File: src/rtl/simple_ps_pkg.sv
// Shared constants for the OUT-instruction display path: slot bank geometry
// and the active-low hex glyph table for a {g,f,e,d,c,b,a} 7-segment digit.
package simple_ps_pkg;

    localparam int NUM_SLOTS = 8;
    localparam int SLOT_W    = 32;

    localparam logic [6:0] SEG_BLANK = 7'h7F;

    // Index 0 sits at the least significant end, so the list reads F down to 0.
    localparam logic [15:0][6:0] HEX_GLYPH = {
        7'h0E, 7'h06, 7'h21, 7'h46, 7'h03, 7'h08, 7'h10, 7'h00,
        7'h78, 7'h02, 7'h12, 7'h19, 7'h30, 7'h24, 7'h79, 7'h40
    };

    function automatic logic [7:0] digit_enable_n(input logic [2:0] idx);
        return ~(8'b0000_0001 << idx);
    endfunction

endpackage

File: src/rtl/hex_to_seg7.sv
// Combinational nibble-to-glyph decoder for one active-low 7-segment digit.
module hex_to_seg7
    import simple_ps_pkg::*;
(
    input  logic [3:0] nibble_i,
    output logic [6:0] seg_n_o
);

    // Table lookup of the glyph for the selected nibble.
    always_comb begin
        seg_n_o = HEX_GLYPH[nibble_i];
    end

endmodule

File: src/rtl/out_display_unit.sv
// Captures OUT-instruction values into an 8-slot bank and scans one slot,
// chosen per frame by the switches, onto an 8-digit active-low display.
module out_display_unit
    import simple_ps_pkg::*;
#(
    parameter int unsigned SCAN_DIV   = 50000,
    parameter int unsigned NUM_DIGITS = 8
) (
    input  logic        clock,
    input  logic        reset_n,
    input  logic [15:0] outval1,
    input  logic [15:0] outval2,
    input  logic [2:0]  outsel,
    input  logic        outdisplay,
    input  logic        freeze,
    input  logic [2:0]  disp_sel,
    output logic [6:0]  seg_n,
    output logic        dp_n,
    output logic [7:0]  an_n,
    output logic [7:0]  slot_valid,
    output logic [15:0] cap_count
);

    localparam logic [19:0] PRE_LAST   = 20'(SCAN_DIV - 1);
    localparam logic [2:0]  LAST_DIGIT = 3'(NUM_DIGITS - 1);
    localparam logic [2:0]  DP_DIGIT   = 3'd4;

    logic [SLOT_W-1:0] slot_q [NUM_SLOTS];
    logic [7:0]        valid_q, valid_d;
    logic [15:0]       cap_q, cap_d;
    logic [19:0]       pre_q, pre_d;
    logic [2:0]        idx_q, idx_d;
    logic [2:0]        sel_q, sel_d;
    logic [7:0]        an_q, an_d;
    logic [6:0]        seg_q, seg_d;
    logic              dp_q, dp_d;

    logic              capture_s;
    logic [SLOT_W-1:0] cur_slot_s;
    logic              cur_valid_s;
    logic [3:0]        nibble_s;
    logic [6:0]        glyph_s;

    // Next-state for capture bookkeeping, prescaler and digit/frame scan.
    always_comb begin
        capture_s = outdisplay & ~freeze;
        valid_d   = valid_q;
        cap_d     = cap_q;
        if (capture_s) begin
            valid_d = valid_q | (8'b0000_0001 << outsel);
            cap_d   = cap_q + 16'd1;
        end else begin
            valid_d = valid_q;
            cap_d   = cap_q;
        end

        idx_d = idx_q;
        sel_d = sel_q;
        if (pre_q == PRE_LAST) begin
            pre_d = 20'd0;
            if (idx_q == LAST_DIGIT) begin
                // A new frame latches the switches so no frame mixes two slots.
                idx_d = 3'd0;
                sel_d = disp_sel;
            end else begin
                idx_d = idx_q + 3'd1;
            end
        end else begin
            pre_d = pre_q + 20'd1;
        end
    end

    // Select the nibble of the displayed slot for the current digit.
    always_comb begin
        cur_slot_s  = slot_q[sel_q];
        cur_valid_s = valid_q[sel_q];
        nibble_s    = cur_slot_s[{idx_q, 2'b00} +: 4];
    end

    hex_to_seg7 u_hex_to_seg7 (
        .nibble_i (nibble_s),
        .seg_n_o  (glyph_s)
    );

    // Next values for the registered pin drivers.
    always_comb begin
        an_d = digit_enable_n(idx_q);
        if (cur_valid_s) begin
            seg_d = glyph_s;
            dp_d  = (idx_q != DP_DIGIT);
        end else begin
            seg_d = SEG_BLANK;
            dp_d  = 1'b1;
        end
    end

    // Slot bank write port.
    always_ff @(posedge clock or negedge reset_n) begin
        if (!reset_n) begin
            for (int i = 0; i < NUM_SLOTS; i++) begin
                slot_q[i] <= '0;
            end
        end else if (capture_s) begin
            slot_q[outsel] <= {outval1, outval2};
        end
    end

    // Control state and output registers.
    always_ff @(posedge clock or negedge reset_n) begin
        if (!reset_n) begin
            valid_q <= 8'h00;
            cap_q   <= 16'h0000;
            pre_q   <= 20'd0;
            idx_q   <= 3'd0;
            sel_q   <= 3'd0;
            an_q    <= 8'hFF;
            seg_q   <= SEG_BLANK;
            dp_q    <= 1'b1;
        end else begin
            valid_q <= valid_d;
            cap_q   <= cap_d;
            pre_q   <= pre_d;
            idx_q   <= idx_d;
            sel_q   <= sel_d;
            an_q    <= an_d;
            seg_q   <= seg_d;
            dp_q    <= dp_d;
        end
    end

    assign an_n       = an_q;
    assign seg_n      = seg_q;
    assign dp_n       = dp_q;
    assign slot_valid = valid_q;
    assign cap_count  = cap_q;

endmodule

File: config.mk
export PLATFORM = sky130hd
export DESIGN_NAME = out_display_unit
export DESIGN_NICKNAME = d
export VERILOG_FILES = /design/src/rtl/simple_ps_pkg.sv /design/src/rtl/hex_to_seg7.sv /design/src/rtl/out_display_unit.sv
export SDC_FILE = /design/constraint.sdc
export NUM_CORES = 1
export LEC_CHECK = 0
export CAP_MARGIN = 20
export CORE_AREA = 3 3 170 172
export CTS_BUF_LIST = sky130_fd_sc_hd__clkbuf_4
export DETAILED_ROUTE_END_ITERATION = 12
export DIE_AREA = 0 0 173 175
export GPL_TIMING_DRIVEN = 0
export PLACE_DENSITY_LB_ADDON = 0.2
export REMOVE_ABC_BUFFERS = 1
export SYNTH_ARGS = -nofsm -noshare
export SYNTH_HDL_FRONTEND = slang
export SYNTH_SLANG_ARGS = --single-unit
File: constraint.sdc
create_clock -name clock -period 4 [get_ports clock]
set_input_delay 0.8 -clock clock [delete_from_list [all_inputs] [get_ports clock]]
set_output_delay 0.8 -clock clock [all_outputs]
set_load 0.05 [all_outputs]
==> After elaboration in Yosys (flattened, before gate mapping) <==
Memories as Yosys holds them, arrays and structs flattened.
Cells that the tools add are included.
Widths: inputs -> output; s select.
{ "totals": {"reg_bits": 322, "latchBits": 0, "ram_bits": 0, "mem_bits_ro": 112, "in_bits": 42, "out_inout_bits": 40, "wordCells": 52, "memories": 1} }
{ "op_classes": {"add_sub_neg": 3, "multipliers": 0, "div_mod_pow": 0, "magnitude_cmp": 5, "eq_ne": 3, "shifts": 3, "n_mux": 13, "bitwise": 6, "n_reduce_logical": 2} }
{ "memory_table": {"columns": ["memory", "words", "word_bits", "rd", "rd_clocked_by_memory_dff", "wr", "line_no", "text"], "rows": [
  ["(name not given)", 16, 7, 1, 0, 0, "hex_to_seg7.sv:11", "seg_n_o = HEX_GLYPH[nibble_i];"]
]} }
{ "ops": {"columns": ["operator", "n"], "rows": [
  ["$bwmux 256", 1],
  ["$bmux 32 s3", 1],
  ["$demux 32 s3", 1],
  ["$mux 32", 3],
  ["$shiftx 32x6->4", 1],
  ["$add 20x1->20 const B", 1],
  ["$eq 20x16->1 const B", 1],
  ["$mux 20", 1],
  ["$add 16x1->16 const B", 1],
  ["$shl 1x3->8 const A", 2],
  ["$mux 7", 2],
  ["$ge 4x4->1 const B", 2],
  ["$not 3->4", 2],
  ["$not 8->8", 1],
  ["$or 8x8->8", 1],
  ["$lt 4x5->1 const B", 1],
  ["$lt 3x4->1 const B", 1],
  ["$lt 4x1->1 const B", 1],
  ["$add 3x1->3 const B", 1],
  ["$bmux 1 s3", 1],
  ["$eq 3x3->1 const B", 1],
  ["$mux 3", 1],
  ["$ne 3x3->1 const B", 1],
  ["$mux 1", 2],
  ["other kinds (4)", 4]
]} }

==> Logic depth before layout (Yosys ltp) <==
Gate-level depths: netlist of the first run.
{ "logic_depth": {"depth_word": 8, "ltp_mapped": 14, "ltp_nobuf": 10} }

==> Hierarchy <==
From an unflattened synthesis of the first run, not the netlist that was laid out.
{ "hier_totals": {"hier_cells": 987, "hier_area_um2": 14660.3} }
{ "modules_own_cells": {"columns": ["module", "n_inst", "cells_per_inst", "area_per_inst_um2", "seq_area_each_um2"], "rows": [
  ["out_display_unit", 1, 952, 14393.8, 8077.7],
  ["hex_to_seg7", 1, 35, 266.5, 0.0]
]} }

==> Worst setup path after synthesis of the first run <==
Ideal clock, no wire load.
{ "synth_timing": {"path_kind": "reg-to-reg", "start": "register sel_q[0]", "end": "register seg_q[0] (netlist: seg_n[0])", "setup_ps": 83, "arrival_ps": 2848, "required_time_ps": 3917, "setup_slack_ps": 1069, "path_stages_with_launch": 11, "n_path_buf": 3, "synth_period_minus_slack_ps": 2931, "path_cell_list": "dfrtp_1 buf_4 buf_2 buf_2 mux4_2 a311oi_1 o211ai_1 nand4_1 inv_1 ha_1 o311a_1"} }
{ "synth_between": {"elab_chain_len": 8, "word_cells_on_any_way": 10, "cone_classes": "shift: 1; mux: 7; bitwise: 1; memory: 1"} }
{ "synth_lines": {"columns": ["element", "line_no", "text"], "rows": [
  ["start, declared", "out_display_unit.sv:33", "logic [2:0] sel_q, sel_d;"],
  ["start signal, assigned", "out_display_unit.sv:124", "sel_q <= sel_d;"],
  ["$not 3->4 (implied by the code)", "out_display_unit.sv:75", "cur_slot_s = slot_q[sel_q];"],
  ["$bmux 32 s3", "out_display_unit.sv:75", null],
  ["$mux 32 (implied by the code) (2 in series)", "out_display_unit.sv:75", null],
  ["$shiftx 32x6->4", "out_display_unit.sv:77", "nibble_s = cur_slot_s[{idx_q, 2'b00} +: 4];"],
  ["$mem_v2 16x7", null, null],
  ["$mux 7 (implied by the code)", "hex_to_seg7.sv:11", null],
  ["$mux 7 *", "out_display_unit.sv:88", "if (cur_valid_s) begin"],
  ["net seg_d[0]", "out_display_unit.sv:35", "logic [6:0] seg_q, seg_d;"],
  ["end signal, assigned", "out_display_unit.sv:126", "seg_q <= seg_d;"],
  ["end, declared", "out_display_unit.sv:35", null]
]} }
The timed path passes the listed nets; every way through them passes the cells marked *. The select of a mux whose other input is x is not followed.
A chain may end at the register's enable or synchronous reset.

==> Final worst setup path of the first run <==
{ "layout_timing": {"start": "register sel_q[2]", "end": "register seg_q[6] (netlist: seg_n[6])"} }
Same word-level chain as after synthesis.

==> results.yml, run 1 <==
cells_and_area:
  drive_gt1_frac: 0.458
  layout_common_cells: "dfrtp_1 (303), mux2_2 (263), clkbuf_4 (134)"
  layout.cells.non_filler: 1549
  area_delta_synth_final_pct: 18.5
  nNetsFinal: 1159
  layout_commonest_cell: "dfrtp_1"
  utilization: 0.622
clock_tree:
  worstSkewPairLatency_ps: 740
  cts_buffers: 88
  cts_sinks: 322
  cts_root_buf: "clkbuf_4"
  cts_tree: "built"
  htreeDepth: 3
  clock_path_buffers: 3
  clk_pin_slew_ps: 70
sta:
  setup_viol: 0
  rsz0062_at_grt: "false"
  maxSlewHeadroom: 0.332
  period_needed_ps: 3550
  drv_slew: 0
  period_share: 0.887
  worstMarginPinSlew_ps: 1000
  max_freq_mhz: 282
  postLayoutSetupSlackWorst_ps: 450
  hold_viol_final: 0
  fin_skew_ps: 58.8
floorplanning:
  dieArea_um2: 30300
  die_x_um: 173
  core_um2: 27600
  start_util: 0.525
  io_pins: 82
  die_h_um: 175
  rows: 61
drt:
  drt_iter0_markers: 462
  routed_wl_mm: 31.3
  wl_per_cell_um: 20.2
  drc: 0
  vias: 8666
  vias_per_cell: 5.59
  ant_nets: 0
  drt_first_pass_iters: 5
placed_design:
  portBuffers: 81
  gp_congestion: 0.778
  placed_cells: 1383
  dp_slack_ps: 104
  hpwl_mm: 20.0
synth:
  async_flop_share: 1.00
  synth_top_area_share: 0.528
  synth_area_leader_cell: "dfrtp_1"
  netlist_top_cells_area: "dfrtp_1 (53%), mux2_2 (20%), mux4_2 (11%)"
  synthFlopType: "dfrtp_1"
  synth_edf_count: 0
  seq_area_frac_synth: 0.557
  syn_avg_cell_area_um2: 15.1
  syn_inst: 959
  syn_area_um2: 14500
  yosys_register_bits: 322
  yosysWarnings: 0
  yosys.cell_types.count: 52
critical_path:
  r2r_setup_slack_ps: 450
  r2r_cells: 9
  worstReg2RegEnd: "seg_n[6]"
  critPathLaunchType: "flip-flop"
  path_class: "flip-flop to flip-flop"
  path_max_fanout: 34
  cp.arrival_ps: 4120
  cp.required_ps: 4570
  endpoint_kind: "flip-flop"
  r2r_start: "sel_q[2]"
grt:
  antenna_found_initial: 1
  grt_max_degree: 113
  grt_pass1_vias: 9341
  grt_overflow: 0
  grt_pass1_wl_mm: 50.9
  track_usage: 0.214
pwr:
  irDropWorstVdd_uv: 344
  power_density_nw_per_um2: 530
  p_leak_nw: 7.32
min_path:
  hp-class: "input port to asynchronous set/reset pin"
run_status:
  outcome: "complete, no violations"
run:
  drv_cap: 0
-- stage by stage --
stage | setup TNS, ps | area (um2) | power (W) | hold slack [ps]
floorplan | -27730 | 14300 | 0.00548 | 424
global placement | -4120490 | 15500 | 0.00599 | 451
detailed placement | 0 | 15900 | 0.00607 | 466
CTS | 0 | 17100 | 0.00924 | 105
global route | 0 | 17200 | 0.00961 | 122
finish | 0 | 17200 | 0.00911 | 91.2
-- layout make-up --
type | instances | area, um2
repair buffers | 109 | 1220
inverters | 13 | 52.6
diodes | 3 | 7.51
clock inverters | 21 | 189
well taps | 378 | 473
flip-flops and latches | 322 | 8090
fillers | 2202 | 10400
multi-input cells | 569 | 6160
clock buffers | 134 | 1010
-- sequential cells by signal, summed over array words and instances, names as in the netlist --
register / flops
slot_valid: 8
dp_n: 1
sel_q: 3
seg_n: 7
idx_q: 3
cap_count: 16
slot_q: 256
an_n: 8
pre_q: 20
-- worst max-delay path by stage --
stage	startpoint	endpoint	slack, ps	cells past startpoint
2_1_floorplan	sel_q[0]	seg_n[0]	-710	10
3_3_place_gp	reset_n	slot_q[155]	-11900	1
3_5_place_dp	sel_q[2]	seg_n[3]	100	10
4_1_cts	sel_q[2]	seg_n[3]	7	10
5_1_grt	idx_q[0]	seg_n[0]	130	10
6_report	sel_q[2]	seg_n[6]	450	9
-- metal layers --
| layer | up-vias | track usage | routed length (um) |
|---|---|---|---|
| met4 | 0 | 0.0709 | 570 |
| met3 | 52 | 0.0463 | 1260 |
| met2 | 189 | 0.355 | 15600 |
| li1 | 3882 | - | - |
| met5 | - | 0 | 0 |
| met1 | 4543 | 0.283 | 13800 |
-- synthesized netlist by cell type, types with 4 or more instances --
master / n
dfrtp_1: 306
mux2_2: 263
mux4_2: 68
clkbuf_1: 34
nand2_1: 32
nor2_1: 29
mux2i_1: 25
nand3_1: 25
xnor2_1: 22
dfstp_2: 16
ha_1: 14
inv_1: 11
xor2_1: 10
buf_2: 8
nand4_1: 8
and3_1: 7
buf_4: 7
nand2b_1: 6
nor2b_1: 5
o21ai_0: 5
or2_2: 5
a22oi_1: 4
buf_1: 4
o221ai_1: 4
-- repair_timing --
action | 4_1_cts | 5_1_grt
endpoints found under the setup margin | 0 | 3
setup buffers | 0 | 8
endpoints found under the hold margin | 0 | 0
hold buffers | 0 | 0
gates resized for setup | 0 | 1
-- power breakdown --
| group | internal, W | switching, W |
|---|---|---|
| registers | 0.00396 | 0.000350 |
| clock network | 0.00177 | 0.00134 |
| logic | 0.000933 | 0.000755 |
-- worst max-delay path: stages (launching register included) --
cell and delay [ps]:
dfrtp_2 1010, mux4_2 410, nor2b_1 140, a2111oi_0 640, a31oi_1 90, nand4_1 280, inv_1 120, ha_1 280
mux2i_1 150, o221ai_1 240
-- cell families after synthesis --
kind of cell,after synthesis,synth area share
buffers and inverters,68,0.0211
xor gates and xnor gates,32,0.0193
AOI/OAI and AO/OA,33,0.0174
and+or+nand+nor,134,0.0465
muxes,356,0.327
adders and majority gates,14,0.0121
DFF,322,0.557
(Power assumes the default switching activity.)
==> run 2, diff against run 1 <==
==> constraint.sdc (replaced) <==
create_clock -name clock -period 4.2 [get_ports clock]
set_input_delay 0.84 -clock clock [delete_from_list [all_inputs] [get_ports clock]]
set_output_delay 0.84 -clock clock [all_outputs]
set_load 0.05 [all_outputs]
==> results.yml, run 2 (synthesized netlist as in run 1, its figures left out) <==
run_status:
  outcome: "complete, no violations"
placed_design:
  hpwl_mm: 20.0
  portBuffers: 81
  placed_cells: 1383
  placed_area_um2: 15900
  gp_congestion: 0.778
floorplanning:
  die_x_um: 173
  die_h_um: 175
  core_um2: 27600
  rows: 61
  start_util: 0.525
  io_pins: 82
  dieArea_um2: 30300
critical_path:
  r2r_setup_slack_ps: 260
  path_class: "flip-flop to flip-flop"
  path_max_fanout: 34
  r2r_cells: 10
  cp.required_ps: 4770
  cp.arrival_ps: 4510
  cpPeakStageDelay_ps: 990
  worstReg2RegEnd: "seg_n[3]"
  critPathLaunchType: "flip-flop"
  r2r_start: "sel_q[2]"
  worst_path_max_delay_cell: "dfrtp_2"
  endpoint_kind: "flip-flop"
  worstPathCellList: "inv_1, mux2i_1, mux2_2, a21oi_1, and3_1, inv_1, ha_1, mux2i_1, nor3_1, a31oi_1"
sta:
  drv_slew: 0
  rsz0062_at_grt: "false"
  maxSlewHeadroom: 0.341
  period_needed_ps: 3940
  max_freq_mhz: 254
  setup_viol: 0
  worstMarginPinSlew_ps: 983
  period_share: 0.939
  fin_skew_ps: 58.7
  hold_viol_final: 0
  whs_ps: 162
drt:
  vias_per_cell: 5.59
  ant_nets: 0
  drt_iter0_markers: 444
  wl_per_cell_um: 20.3
  drt_first_pass_iters: 5
  routed_wl_mm: 31.3
  drc: 0
  vias: 8611
cells_and_area:
  nNetsFinal: 1151
  area_delta_synth_final_pct: 18.0
  layout_common_cells: "dfrtp_1 (303), mux2_2 (263), clkbuf_4 (134)"
  largest_reg_flops: 256
  largest-register: "slot_q"
  layout.cells.non_filler: 1540
  final_area_um2: 17100
  fillers: 2206
  drive_gt1_frac: 0.453
  layout_commonest_cell: "dfrtp_1"
run:
  drv_cap: 0
clock_tree:
  hold_buffers: 0
  post_cts_resized: 0
  cts_buffers: 88
  cts_tree: "built"
  htreeDepth: 3
  post_cts_buffers: 0
  clk_pin_slew_ps: 70
  worstSkewPairLatency_ps: 730
  cts_root_buf: "clkbuf_4"
  clock_path_buffers: 3
  cts_sinks: 322
pwr:
  clockPowerShare: 0.342
  irDropWorstVdd_uv: 327
  pwr-share-comb: 0.185
  p_sw_frac: 0.269
  power_density_nw_per_um2: 507
  p_leak_nw: 7.29
  p_int_w: 0.00635
  p_switching_w: 0.00233
  p_seq_frac: 0.473
grt:
  grt_max_degree: 113
  grt_pass1_vias: 9341
  track_usage: 0.214
  grt_overflow: 0
  grt_pass1_wl_mm: 50.9
  antenna_found_initial: 1
min_path:
  hp-class: "input port to asynchronous set/reset pin"
run 2: cell types whose count changed in the layout (fill, tap and decap cells not counted):
cell	previous run	this run
diode_2	3	2
inv_1	10	11
clkinvlp_4	2	1
buf_4	8	0
run 2: worst max path at each step:
| stage | slack [ps] | to | start |
|---|---|---|---|
| floorplan | -510 | seg_n[0] | sel_q[0] |
| global placement | -11740 | slot_q[155] | reset_n |
| detailed placement | 300 | seg_n[3] | sel_q[2] |
| CTS | 210 | seg_n[3] | sel_q[2] |
| global route | 4 | seg_n[0] | sel_q[2] |
| finish | 260 | seg_n[3] | sel_q[2] |
run 2: layer usage:
| layer | vias to the layer above | global-route usage | share of wire |
|---|---|---|---|
| met3 | 52 | 0.0463 | 0.041 |
| met5 | - | 0 | 0 |
| met4 | 0 | 0.0709 | 0.018 |
| li1 | 3866 | - | - |
| met1 | 4514 | 0.283 | 0.44 |
| met2 | 179 | 0.355 | 0.50 |
run 2: stage by stage:
stage          setup TNS, ps  utilization  total power, W  setup slack (ps)
6_report                   0        0.620         0.00868               255
5_1_grt                    0        0.620         0.00915              3.85
4_1_cts                    0        0.620         0.00880               207
3_5_place_dp               0        0.576         0.00578               304
3_3_place_gp        -4025460        0.562         0.00570            -11740
2_1_floorplan         -15770            -         0.00522              -512
run 2: final cells by class:
class,instances,area (um2),area share
diodes,2,5.00,0.000292
clock buffers,134,1010,0.0587
clock inverters,21,189,0.0110
inverters,13,48.8,0.00285
multi-input cells,569,6160,0.360
flip-flops and latches,322,8090,0.472
well taps,378,473,0.0276
repair buffers,101,1160,0.0677
run 2: power groups by stage:
stage | clock network (W) | logic, W | registers (W)
2_1_floorplan | 0 | 0.000931 | 0.00429
5_1_grt | 0.00324 | 0.00174 | 0.00417
3_3_place_gp | 0 | 0.00157 | 0.00413
4_1_cts | 0.00307 | 0.00163 | 0.00410
3_5_place_dp | 0 | 0.00163 | 0.00415
6_report | 0.00297 | 0.00161 | 0.00410
run 2: critical path: cells and delay by family, from the launching register on:
family / cells / cell delay [ps]
muxes: 3 / 710
AOI/OAI and AO/OA: 2 / 520
and+or+nand+nor: 2 / 380
buffers and inverters: 2 / 860
DFF: 1 / 990
adders and majority gates: 1 / 310
==> run 3, diff against run 2 <==
--- a/config.mk
+++ b/config.mk
@@ -8,6 +8,7 @@
 export CAP_MARGIN = 20
 export CORE_AREA = 3 3 170 172
 export CTS_BUF_LIST = sky130_fd_sc_hd__clkbuf_4
+export CTS_CLUSTER_DIAMETER = 120
 export DETAILED_ROUTE_END_ITERATION = 12
 export DIE_AREA = 0 0 173 175
 export GPL_TIMING_DRIVEN = 0
==> results of run 3 <==
No change in the layout: final DEF, timing and power equal those of run 2.
